$ cat config.mk
export PLATFORM = sky130hd
export DESIGN_NAME = iic_regfile_slave_flat
export DESIGN_NICKNAME = d
export VERILOG_FILES = /design/src/rtl/iic_regfile_slave_if.sv /design/src/rtl/iic_regfile_slave.sv /design/src/flat_wrapper.sv
export SDC_FILE = /design/constraint.sdc
export NUM_CORES = 1
export LEC_CHECK = 0
export ABC_AREA = 1
export CORE_UTILIZATION = 50
export CTS_CLUSTER_DIAMETER = 120
export DETAILED_ROUTE_END_ITERATION = 7
export DONT_BUFFER_PORTS = 1
export HOLD_SLACK_MARGIN = 0.03
export PLACE_DENSITY = 0.75
export SLEW_MARGIN = 10
export SYNTH_ARGS = -nofsm -noshare
export SYNTH_HDL_FRONTEND = slang
export SYNTH_SLANG_ARGS = --single-unit
$ cat constraint.sdc
create_clock -name clk -period 4.4 [get_ports clk]
set_input_delay 0.88 -clock clk [delete_from_list [all_inputs] [get_ports clk]]
set_output_delay 0.88 -clock clk [all_outputs]
set_load 0.02 [all_outputs]
$ cat src/rtl/iic_regfile_slave_if.sv
// I2C target-side bus bundle.
//   SCL, SDA_recv : synchronised line levels
//   start, stop   : 1-clk condition pulses from the SCL/SDA detector
//   edge_scl      : 1-clk pulse on any SCL transition (SCL already new level)
//   grab_SDA      : target drives SDA when 1
//   SDA_drive     : SDA value while grab_SDA=1
interface iic_regfile_slave_if;
   logic SCL;
   logic SDA_recv;
   logic start;
   logic stop;
   logic edge_scl;
   logic grab_SDA;
   logic SDA_drive;

   modport master (output SCL, SDA_recv, start, stop, edge_scl,
                   input  grab_SDA, SDA_drive);
   modport slave  (input  SCL, SDA_recv, start, stop, edge_scl,
                   output grab_SDA, SDA_drive);
endinterface

$ cat src/rtl/iic_regfile_slave.sv
// I2C target with a NUM_REGS x 8-bit register file and auto-incrementing
// register pointer. First write byte after the address sets the pointer,
// later bytes are written to regs[ptr++]; reads stream regs[ptr++] until the
// master NACKs.
//   clk, reset : system clock, async active-high reset
//   bus        : I2C line levels, condition pulses, open-drain SDA control
//   regs_flat  : register file, reg i at [8i+7:8i]
//   wr_pulse   : 1-clk pulse when a register is written, wr_idx = its index
//   busy       : high from address ACK until STOP/START
module iic_regfile_slave #(
   parameter logic [6:0] ADDRESS   = 7'h45,
   parameter int         NUM_REGS  = 4,
   parameter logic [7:0] RESET_VAL = 8'h81,
   localparam int        PTR_W     = $clog2(NUM_REGS)
) (
   input  logic                    clk,
   input  logic                    reset,
   iic_regfile_slave_if.slave      bus,
   output logic [NUM_REGS*8-1:0]   regs_flat,
   output logic                    wr_pulse,
   output logic [PTR_W-1:0]        wr_idx,
   output logic                    busy
);

   typedef enum logic [2:0] {
      IDLE, ADDR, ACK, PTR_RX, WR_RX, RD_TX, RD_ACK, WAIT_STOP
   } state_t;

   localparam logic [8:0]       NUM_REGS_C = 9'(NUM_REGS);
   localparam logic [PTR_W-1:0] PTR_LAST   = PTR_W'(NUM_REGS - 1);

   state_t           state, state_n;
   logic [7:0]       sr, sr_n;
   logic [2:0]       bc, bc_n;
   logic [PTR_W-1:0] ptr, ptr_n;
   logic             rw, rw_n;
   // byte complete on the 8th rise, ACK to be driven on the following fall
   logic             pend, pend_n;
   // the ACK in progress belongs to the address byte
   logic             addr_ack, addr_ack_n;
   logic             grab_n, drive_n;
   logic             wr_pulse_n;
   logic [PTR_W-1:0] wr_idx_n;
   logic             busy_n;
   logic             we;

   logic [7:0]       regs [NUM_REGS];

   logic             rise, fall;
   logic [7:0]       sh;
   logic [7:0]       rd_byte;
   logic [PTR_W-1:0] ptr_inc;

   assign rise    = bus.edge_scl &  bus.SCL;
   assign fall    = bus.edge_scl & ~bus.SCL;
   assign sh      = {sr[6:0], bus.SDA_recv};
   assign rd_byte = regs[ptr];
   assign ptr_inc = (ptr == PTR_LAST) ? '0 : ptr + PTR_W'(1);

   always_comb begin
      for (int i = 0; i < NUM_REGS; i++) regs_flat[i*8 +: 8] = regs[i];
   end

   always_comb begin
      state_n    = state;
      sr_n       = sr;
      bc_n       = bc;
      ptr_n      = ptr;
      rw_n       = rw;
      pend_n     = pend;
      addr_ack_n = addr_ack;
      grab_n     = bus.grab_SDA;
      drive_n    = bus.SDA_drive;
      wr_pulse_n = 1'b0;
      wr_idx_n   = wr_idx;
      busy_n     = busy;
      we         = 1'b0;

      if (bus.stop) begin
         state_n = IDLE;
         grab_n  = 1'b0;
         busy_n  = 1'b0;
         pend_n  = 1'b0;
      end else if (bus.start) begin
         // ptr survives so a repeated START can read from the written pointer
         state_n = ADDR;
         bc_n    = '0;
         grab_n  = 1'b0;
         busy_n  = 1'b0;
         pend_n  = 1'b0;
      end else begin
         case (state)
            IDLE: ;

            ADDR: begin
               if (rise && !pend) begin
                  sr_n = sh;
                  bc_n = bc + 3'd1;
                  if (bc == 3'd7) begin
                     if (sh[7:1] == ADDRESS) begin
                        rw_n   = sh[0];
                        pend_n = 1'b1;
                     end else begin
                        state_n = WAIT_STOP;
                     end
                  end
               end else if (fall && pend) begin
                  state_n    = ACK;
                  grab_n     = 1'b1;
                  drive_n    = 1'b0;
                  busy_n     = 1'b1;
                  addr_ack_n = 1'b1;
                  pend_n     = 1'b0;
               end
            end

            ACK: begin
               if (fall) begin
                  grab_n     = 1'b0;
                  bc_n       = '0;
                  addr_ack_n = 1'b0;
                  if (rw) begin
                     // snapshot the byte so later writes cannot tear it
                     state_n = RD_TX;
                     sr_n    = rd_byte;
                     grab_n  = 1'b1;
                     drive_n = rd_byte[7];
                  end else if (addr_ack) begin
                     state_n = PTR_RX;
                  end else begin
                     state_n = WR_RX;
                  end
               end
            end

            PTR_RX: begin
               if (rise && !pend) begin
                  sr_n = sh;
                  bc_n = bc + 3'd1;
                  if (bc == 3'd7) begin
                     if ({1'b0, sh} < NUM_REGS_C) begin
                        ptr_n  = sh[PTR_W-1:0];
                        pend_n = 1'b1;
                     end else begin
                        state_n = WAIT_STOP;
                     end
                  end
               end else if (fall && pend) begin
                  state_n = ACK;
                  grab_n  = 1'b1;
                  drive_n = 1'b0;
                  pend_n  = 1'b0;
               end
            end

            WR_RX: begin
               if (rise && !pend) begin
                  sr_n = sh;
                  bc_n = bc + 3'd1;
                  if (bc == 3'd7) begin
                     we         = 1'b1;
                     wr_pulse_n = 1'b1;
                     wr_idx_n   = ptr;
                     ptr_n      = ptr_inc;
                     pend_n     = 1'b1;
                  end
               end else if (fall && pend) begin
                  state_n = ACK;
                  grab_n  = 1'b1;
                  drive_n = 1'b0;
                  pend_n  = 1'b0;
               end
            end

            RD_TX: begin
               if (fall) begin
                  if (bc == 3'd7) begin
                     grab_n  = 1'b0;
                     ptr_n   = ptr_inc;
                     bc_n    = '0;
                     state_n = RD_ACK;
                  end else begin
                     sr_n    = {sr[6:0], 1'b0};
                     drive_n = sr[6];
                     bc_n    = bc + 3'd1;
                  end
               end
            end

            RD_ACK: begin
               if (rise) begin
                  if (bus.SDA_recv) state_n = WAIT_STOP;
                  else              pend_n  = 1'b1;
               end else if (fall && pend) begin
                  pend_n  = 1'b0;
                  bc_n    = '0;
                  state_n = RD_TX;
                  sr_n    = rd_byte;
                  grab_n  = 1'b1;
                  drive_n = rd_byte[7];
               end
            end

            WAIT_STOP: grab_n = 1'b0;

            default: begin
               state_n = IDLE;
               grab_n  = 1'b0;
            end
         endcase
      end
   end

   always_ff @(posedge clk or posedge reset) begin
      if (reset) begin
         state         <= IDLE;
         sr            <= '0;
         bc            <= '0;
         ptr           <= '0;
         rw            <= 1'b0;
         pend          <= 1'b0;
         addr_ack      <= 1'b0;
         bus.grab_SDA  <= 1'b0;
         bus.SDA_drive <= 1'b1;
         wr_pulse      <= 1'b0;
         wr_idx        <= '0;
         busy          <= 1'b0;
      end else begin
         state         <= state_n;
         sr            <= sr_n;
         bc            <= bc_n;
         ptr           <= ptr_n;
         rw            <= rw_n;
         pend          <= pend_n;
         addr_ack      <= addr_ack_n;
         bus.grab_SDA  <= grab_n;
         bus.SDA_drive <= drive_n;
         wr_pulse      <= wr_pulse_n;
         wr_idx        <= wr_idx_n;
         busy          <= busy_n;
      end
   end

   always_ff @(posedge clk or posedge reset) begin
      if (reset) begin
         for (int i = 0; i < NUM_REGS; i++) regs[i] <= RESET_VAL;
      end else if (we) begin
         regs[ptr] <= sh;
      end
   end

endmodule

$ cat src/flat_wrapper.sv
// flat-port wrapper written by rule: the top's interface ports become plain ports
module iic_regfile_slave_flat 
#(
   parameter logic [6:0] ADDRESS   = 7'h45,
   parameter int         NUM_REGS  = 4,
   parameter logic [7:0] RESET_VAL = 8'h81,
   localparam int        PTR_W     = $clog2(NUM_REGS)
)
  (clk, reset, regs_flat, wr_pulse, wr_idx, busy, bus_SCL, bus_SDA_recv, bus_start, bus_stop, bus_edge_scl, bus_grab_SDA, bus_SDA_drive);
  iic_regfile_slave_if bus_i ();
  input  logic clk;
  input  logic reset;
  output logic [NUM_REGS*8-1:0] regs_flat;
  output logic wr_pulse;
  output logic [PTR_W-1:0] wr_idx;
  output logic busy;
  input wire logic [$bits(bus_i.SCL)-1:0] bus_SCL;
  input wire logic [$bits(bus_i.SDA_recv)-1:0] bus_SDA_recv;
  input wire logic [$bits(bus_i.start)-1:0] bus_start;
  input wire logic [$bits(bus_i.stop)-1:0] bus_stop;
  input wire logic [$bits(bus_i.edge_scl)-1:0] bus_edge_scl;
  output wire logic [$bits(bus_i.grab_SDA)-1:0] bus_grab_SDA;
  output wire logic [$bits(bus_i.SDA_drive)-1:0] bus_SDA_drive;
  assign bus_i.SCL = bus_SCL;
  assign bus_i.SDA_recv = bus_SDA_recv;
  assign bus_i.start = bus_start;
  assign bus_i.stop = bus_stop;
  assign bus_i.edge_scl = bus_edge_scl;
  assign bus_grab_SDA = bus_i.grab_SDA;
  assign bus_SDA_drive = bus_i.SDA_drive;
  iic_regfile_slave #(.ADDRESS(ADDRESS), .NUM_REGS(NUM_REGS), .RESET_VAL(RESET_VAL)) u_core (.clk(clk), .reset(reset), .bus(bus_i), .regs_flat(regs_flat), .wr_pulse(wr_pulse), .wr_idx(wr_idx), .busy(busy));
endmodule
==> results of run 1 <==
sequential cells by signal, indices dropped and copies added, names as in the netlist:
signal,flops
u_core.regs_flat,32
u_core.bus.grab_SDA,1
u_core.wr_idx,2
u_core.bus.SDA_drive,1
u_core.pend,1
u_core.rw,1
u_core.wr_pulse,1
u_core.state,3
u_core.busy,1
u_core.addr_ack,1
u_core.sr,7
u_core.ptr,2
u_core.bc,3
cell families after synthesis:
kind of cell,count (synthesis),synth area share [%]
simple gates,234,32.1
compound gates,81,13.6
flops,56,43.7
buf+inv,51,7.97
fa+ha+maj,6,2.32
mux,1,0.310
per-stage QoR:
step / util, % / cells / worst slack, ps / hold WS (ps)
after floorplan: - / 429 / 2160 / 457
after global placement: 53.1 / 491 / 1990 / 479
after detailed placement: 53.1 / 491 / 2020 / 491
after CTS: 54.6 / 499 / 1980 / 512
after global routing: 54.6 / 499 / 1740 / 544
final: 54.6 / 499 / 1890 / 484
final timing paths:
check	slack [ps]	endpoint	startpoint
setup / recovery	1890	u_core.regs_flat[23]	u_core.ptr[0]
hold / removal	480	u_core.wr_idx[1]	reset
setup reg to reg	1890	u_core.regs_flat[23]	u_core.ptr[0]
hold reg to reg	520	u_core.bc[1]	u_core.bc[1]
max in group asynchronous	3080	u_core.regs_flat[15]	reset
min in group clk	520	u_core.bc[1]	u_core.bc[1]
cell type report:
type	count	share of cell area, %
Tap cell	75	2.84
Sequential cell	56	42.7
Clock inverter	3	0.681
Inverter	37	4.20
Multi-Input combinational cell	322	47.3
Clock buffer	5	2.08
Timing Repair Buffer	1	0.227
routing by layer:
layer | GRT usage [%] | share of wire (%)
met1 | 39.9 | 46
met2 | 36.5 | 41
met3 | 7.58 | 12
met4 | 6.67 | 1.1
met5 | 0 | 0
layout by cell type, fill, tap and decap left out, drive strengths merged, types with 4 or more instances in the layout:
cell,count
nand2,139
o21ai,72
dfrtp,47
nor2,46
nand3,41
inv,36
dfstp,9
ha,6
clkbuf,5
nand4,4
clkinv,4
power by group through the flow:
stage | combinational (W) | sequential, W | clock, W
after floorplan | 0.000406 | 0.000606 | 0
after global placement | 0.000448 | 0.000665 | 0
after detailed placement | 0.000456 | 0.000665 | 0
after CTS | 0.000459 | 0.000655 | 0.000305
after global routing | 0.000524 | 0.000667 | 0.000323
final | 0.000467 | 0.000660 | 0.000301
==> flow_summary.toml, run 1 <==
[clock_tree]
cts_setup_buffers = 0
cts.sinks = 56
cts_root_buf = "clkbuf_8"
cts_hold_buf = 0
clock_latency_ps = 320
ctsResizeCount = 0
cts_max_level = 2
cts.path.max_buffers = 2
numCtsBuffers = 5
tritoncts = "yes"
clk_pin_slew_ps = 110

[setup_path]
start_kind = "flop"
critPathMaxFanout = 21
critPathRequiredTime_ps = 4650
crit_family = "flip-flops"
crit_path_end_kind = "flop"
cp.buffers_inverters = 1
max_stage_delay_ps = 860
worstSetupPathType = "reg2reg"
path_cells = "clkinv_1 -> ha_1 -> nand2_4 -> nand2_1 -> o21ai_1"
worst_ep_arrival_time_ps = 2760
r2r_cells = 5
cp.depth = 5
crit_path_top_delay_cell = "dfrtp_1"

[global_route]
grt_usage_pct = 26.4
grt_pass1_vias = 2624
grt_pass1_wl_um = 13400
grt_max_degree = 30
antenna_found_initial = 0
grt_overflow = 0

[finish]
design_area_um2 = 3310
drive_gt1_share_pct = 9.67
seqCellArea_um2 = 1410
multi_input_area_um2 = 1560
n_antenna_cell = 0
nNetsFinal = 436
area_growth_pct = 2.28
fillers = 560

[drt]
wirelength_um = 8180
drt_iter0_markers = 302
vias = 2870
vias_per_cell = 5.75
antenna_left = 0
first_pass_iters = 5
wl_per_cell_um = 16.4
drc = 0

[yosys]
ys.flop_type = "dfrtp_1"
synth.net_count = 442
yosysMostFrequentCell = "nand2_1"
synth_top_area_share_pct = 36.4
synth_enable_flop_cells = 0
syn_area_um2 = 3230
syn_inst = 429
syn_area_per_cell_um2 = 7.54
ys_seq_area_share_pct = 43.7
yosys-top-cells-count = "nand2_1, dfrtp_1, nand3_1, nor2_1, o21ai_1"
yosys.area.top_type = "dfrtp_1"
ys_async_sr_fraction_pct = 100
ys_warn_count = 0
ys_types = 31
synth_seq_cells = 56
synth_area_leaders = "dfrtp_1, nand2_1, dfstp_2"

[timing]
final.period_utilization_pct = 57.1
tightest_slew_ps = 774
maxSlewHeadroom_pct = 48.4
max_freq_mhz = 398
setup_tns_ps = 0
fin_skew_ps = 6.62
min_period_ps = 2510
setup_viol = 0
hold_viol_final = 0
finalMaxSlewViolations = 0
rsz0062_at_grt = "no"

[placed_design]
gp_congestion = 0.955
dp_hpwl_um = 5820
port-buffer-count = 0
postPlaceCellArea_um2 = 3220

[floorplan]
die_h_um = 82.4
ioPinCount = 45
die-area_um2 = 6790
die_w_um = 82.4
initial_core_util_pct = 53.3
core_area_um2 = 6060
rows = 28

[pwr]
p_switching_w = 0.000612
cellPowerDensity_nw_per_um2 = 432
p_sw_share_pct = 42.9
clkPwrFrac_pct = 21.1
intPower_w = 0.000816
fin_total_pwr_w = 0.00143
vdd_drop_max_mv = 0.210
leakage_nw = 1.59
power_frac_seq_pct = 46.2
p_comb_share_pct = 32.7

[outcome]
status = "finished, final reports clean"

[hold_path]
hp-class = "in2async"

[run]
drv_cap = 0
Power figures use the tool's default switching activity.
==> run 2: changes to the inputs <==
- clock period: 4.4 -> 2.4 ns (I/O delays scaled with it)
==> run 2 against run 1 <==
Effect of this change:
- combinational power rose by 100%
- clock power increased by 74%
- setup slack worse by 1400 ps
- die area did not move
- largest cell class unchanged
- non-clock buffer count up 3
- clock skew increased by 0.61 ps
- critical path depth is 2 higher
- global-route usage shrank 0.42 points
- core utilization rose by 0.33 points
- worst hold slack worse by 330 ps
- maximum frequency rose by 28%
- cell area rose by 0.61%
- critical path type unchanged
==> flow_summary.toml, run 2 (synthesis gave the netlist of run 1 again) <==
[outcome]
status = "finished, final reports clean"

[finish]
final_common_cell = "nand2_1"
fillers = 616
nNetsFinal = 439
final_cell_mix = "nand2_1, dfrtp_1, nand3_1, nor2_1, o21ai_1"
area_growth_pct = 2.90
drive_gt1_share_pct = 10.1
largest_reg_flops = 32
n_antenna_cell = 0

[timing]
setup_viol = 0
rsz0062_at_grt = "no"
final.period_utilization_pct = 81.7
setup_tns_ps = 0
fin_skew_ps = 7.23
timing.hold.ws_ps = 153
maxSlewHeadroom_pct = 52.4
tightest_slew_ps = 713
min_period_ps = 1960
max_freq_mhz = 510
finalMaxSlewViolations = 0
hold_viol_final = 0
worst_slack_ps = 439

[floorplan]
die-area_um2 = 6790
core_area_um2 = 6060
ioPinCount = 45
die_h_um = 82.4
rows = 28
initial_core_util_pct = 53.3
die_w_um = 82.4

[pwr]
vdd_drop_max_mv = 0.386
p_switching_w = 0.00110
cellPowerDensity_nw_per_um2 = 783
p_comb_share_pct = 35.8
power_frac_seq_pct = 44.1
leakage_nw = 1.59
intPower_w = 0.00151
p_sw_share_pct = 42.1
clkPwrFrac_pct = 20.1

[clock_tree]
ctsResizeCount = 0
numCtsBuffers = 5
cts.sinks = 56
cts_max_level = 2
clk_pin_slew_ps = 100
cts_root_buf = "clkbuf_8"
tritoncts = "yes"
clock_latency_ps = 310
cts_hold_buf = 0
cts_setup_buffers = 0
cts.path.max_buffers = 2

[setup_path]
crit_path_top_delay_cell = "dfrtp_1"
crit_path_end_kind = "flop"
max_stage_delay_ps = 410
start_kind = "flop"
path_cells = "ha_1 -> ha_1 -> inv_1 -> o211ai_1 -> nor2_4 -> nand2_1 -> o21ai_1"
critPathMaxFanout = 14
worst_ep_arrival_time_ps = 2200
cp_common_cell = "ha_1"
critPathRequiredTime_ps = 2640
worstSetupPathType = "reg2reg"

[run]
drv_cap = 0

[placed_design]
dp_hpwl_um = 5900
gp_congestion = 0.939
port-buffer-count = 0
place_ws_ps = 470

[drt]
wirelength_um = 7980
drc = 0
first_pass_iters = 5
wl_per_cell_um = 15.9
vias = 2863
vias_per_cell = 5.70
antenna_left = 0
drt_iter0_markers = 342

[global_route]
grt_usage_pct = 26.0
grt_max_degree = 36
antenna_found_initial = 0
grt_overflow = 0
grt_pass1_wl_um = 13100
grt_pass1_vias = 2641

[hold_path]
hp-class = "in2async"
[run 2: area by class of cell]
| type | count | area [µm²] | area share (%) |
|---|---|---|---|
| tap | 75 | 93.8 | 2.82 |
| clock inverter | 2 | 16.3 | 0.489 |
| clock buffer | 6 | 72.6 | 2.18 |
| multi-input combinational | 322 | 1560 | 47.0 |
| timing repair buffer | 4 | 30.0 | 0.903 |
| sequential | 56 | 1410 | 42.5 |
| inverter | 37 | 139 | 4.17 |
[run 2: metal layers]
metal / vias up / track usage (%) / share of wire [%]
met2: 130 / 36.2 / 42
met3: 20 / 7.80 / 9.9
met5: - / 0 / 0
li1: 1403 / - / -
met4: 0 / 7.54 / 2.0
met1: 1310 / 38.4 / 46
[run 2: power groups by stage]
stage | clock network (W) | logic [W] | registers, W
4_1_cts | 0.000539 | 0.000923 | 0.00115
2_1_floorplan | 0 | 0.000744 | 0.00111
3_3_place_gp | 0 | 0.000903 | 0.00116
3_5_place_dp | 0 | 0.000917 | 0.00117
6_report | 0.000524 | 0.000932 | 0.00115
5_1_grt | 0.000570 | 0.00105 | 0.00116
[run 2: stage by stage]
step,util [%],total power (W),cells,cell area (µm²)
finish,54.9,0.00260,502,3330
global route,54.9,0.00278,502,3330
CTS,54.9,0.00261,502,3330
detailed placement,53.4,0.00208,494,3240
global placement,53.4,0.00207,494,3240
floorplan,-,0.00186,429,3230
[run 2: critical path: cells and delay by family, from the launching register on]
kind	cells	cell delay (ps)
buffers and inverters	1	280
and+or+nand+nor	2	450
adders and majority gates	2	440
AOI/OAI and AO/OA	2	310
DFF	1	410
[run 2: worst paths after layout]
| path | from | to | slack, ps | cells after the start |
|---|---|---|---|---|
| setup / recovery | u_core.bc[0] | u_core.sr[3] | 440 | 7 |
| hold / removal | reset | u_core.wr_idx[1] | 150 | 1 |
| hold reg to reg | u_core.bc[2] | u_core.bc[2] | 510 | 2 |
| max in group asynchronous | reset | u_core.regs_flat[21] | 1610 | 2 |
| setup reg to reg | u_core.bc[0] | u_core.sr[3] | 440 | 7 |
| min in group clk | bus_stop | u_core.state[0] | 330 | 3 |
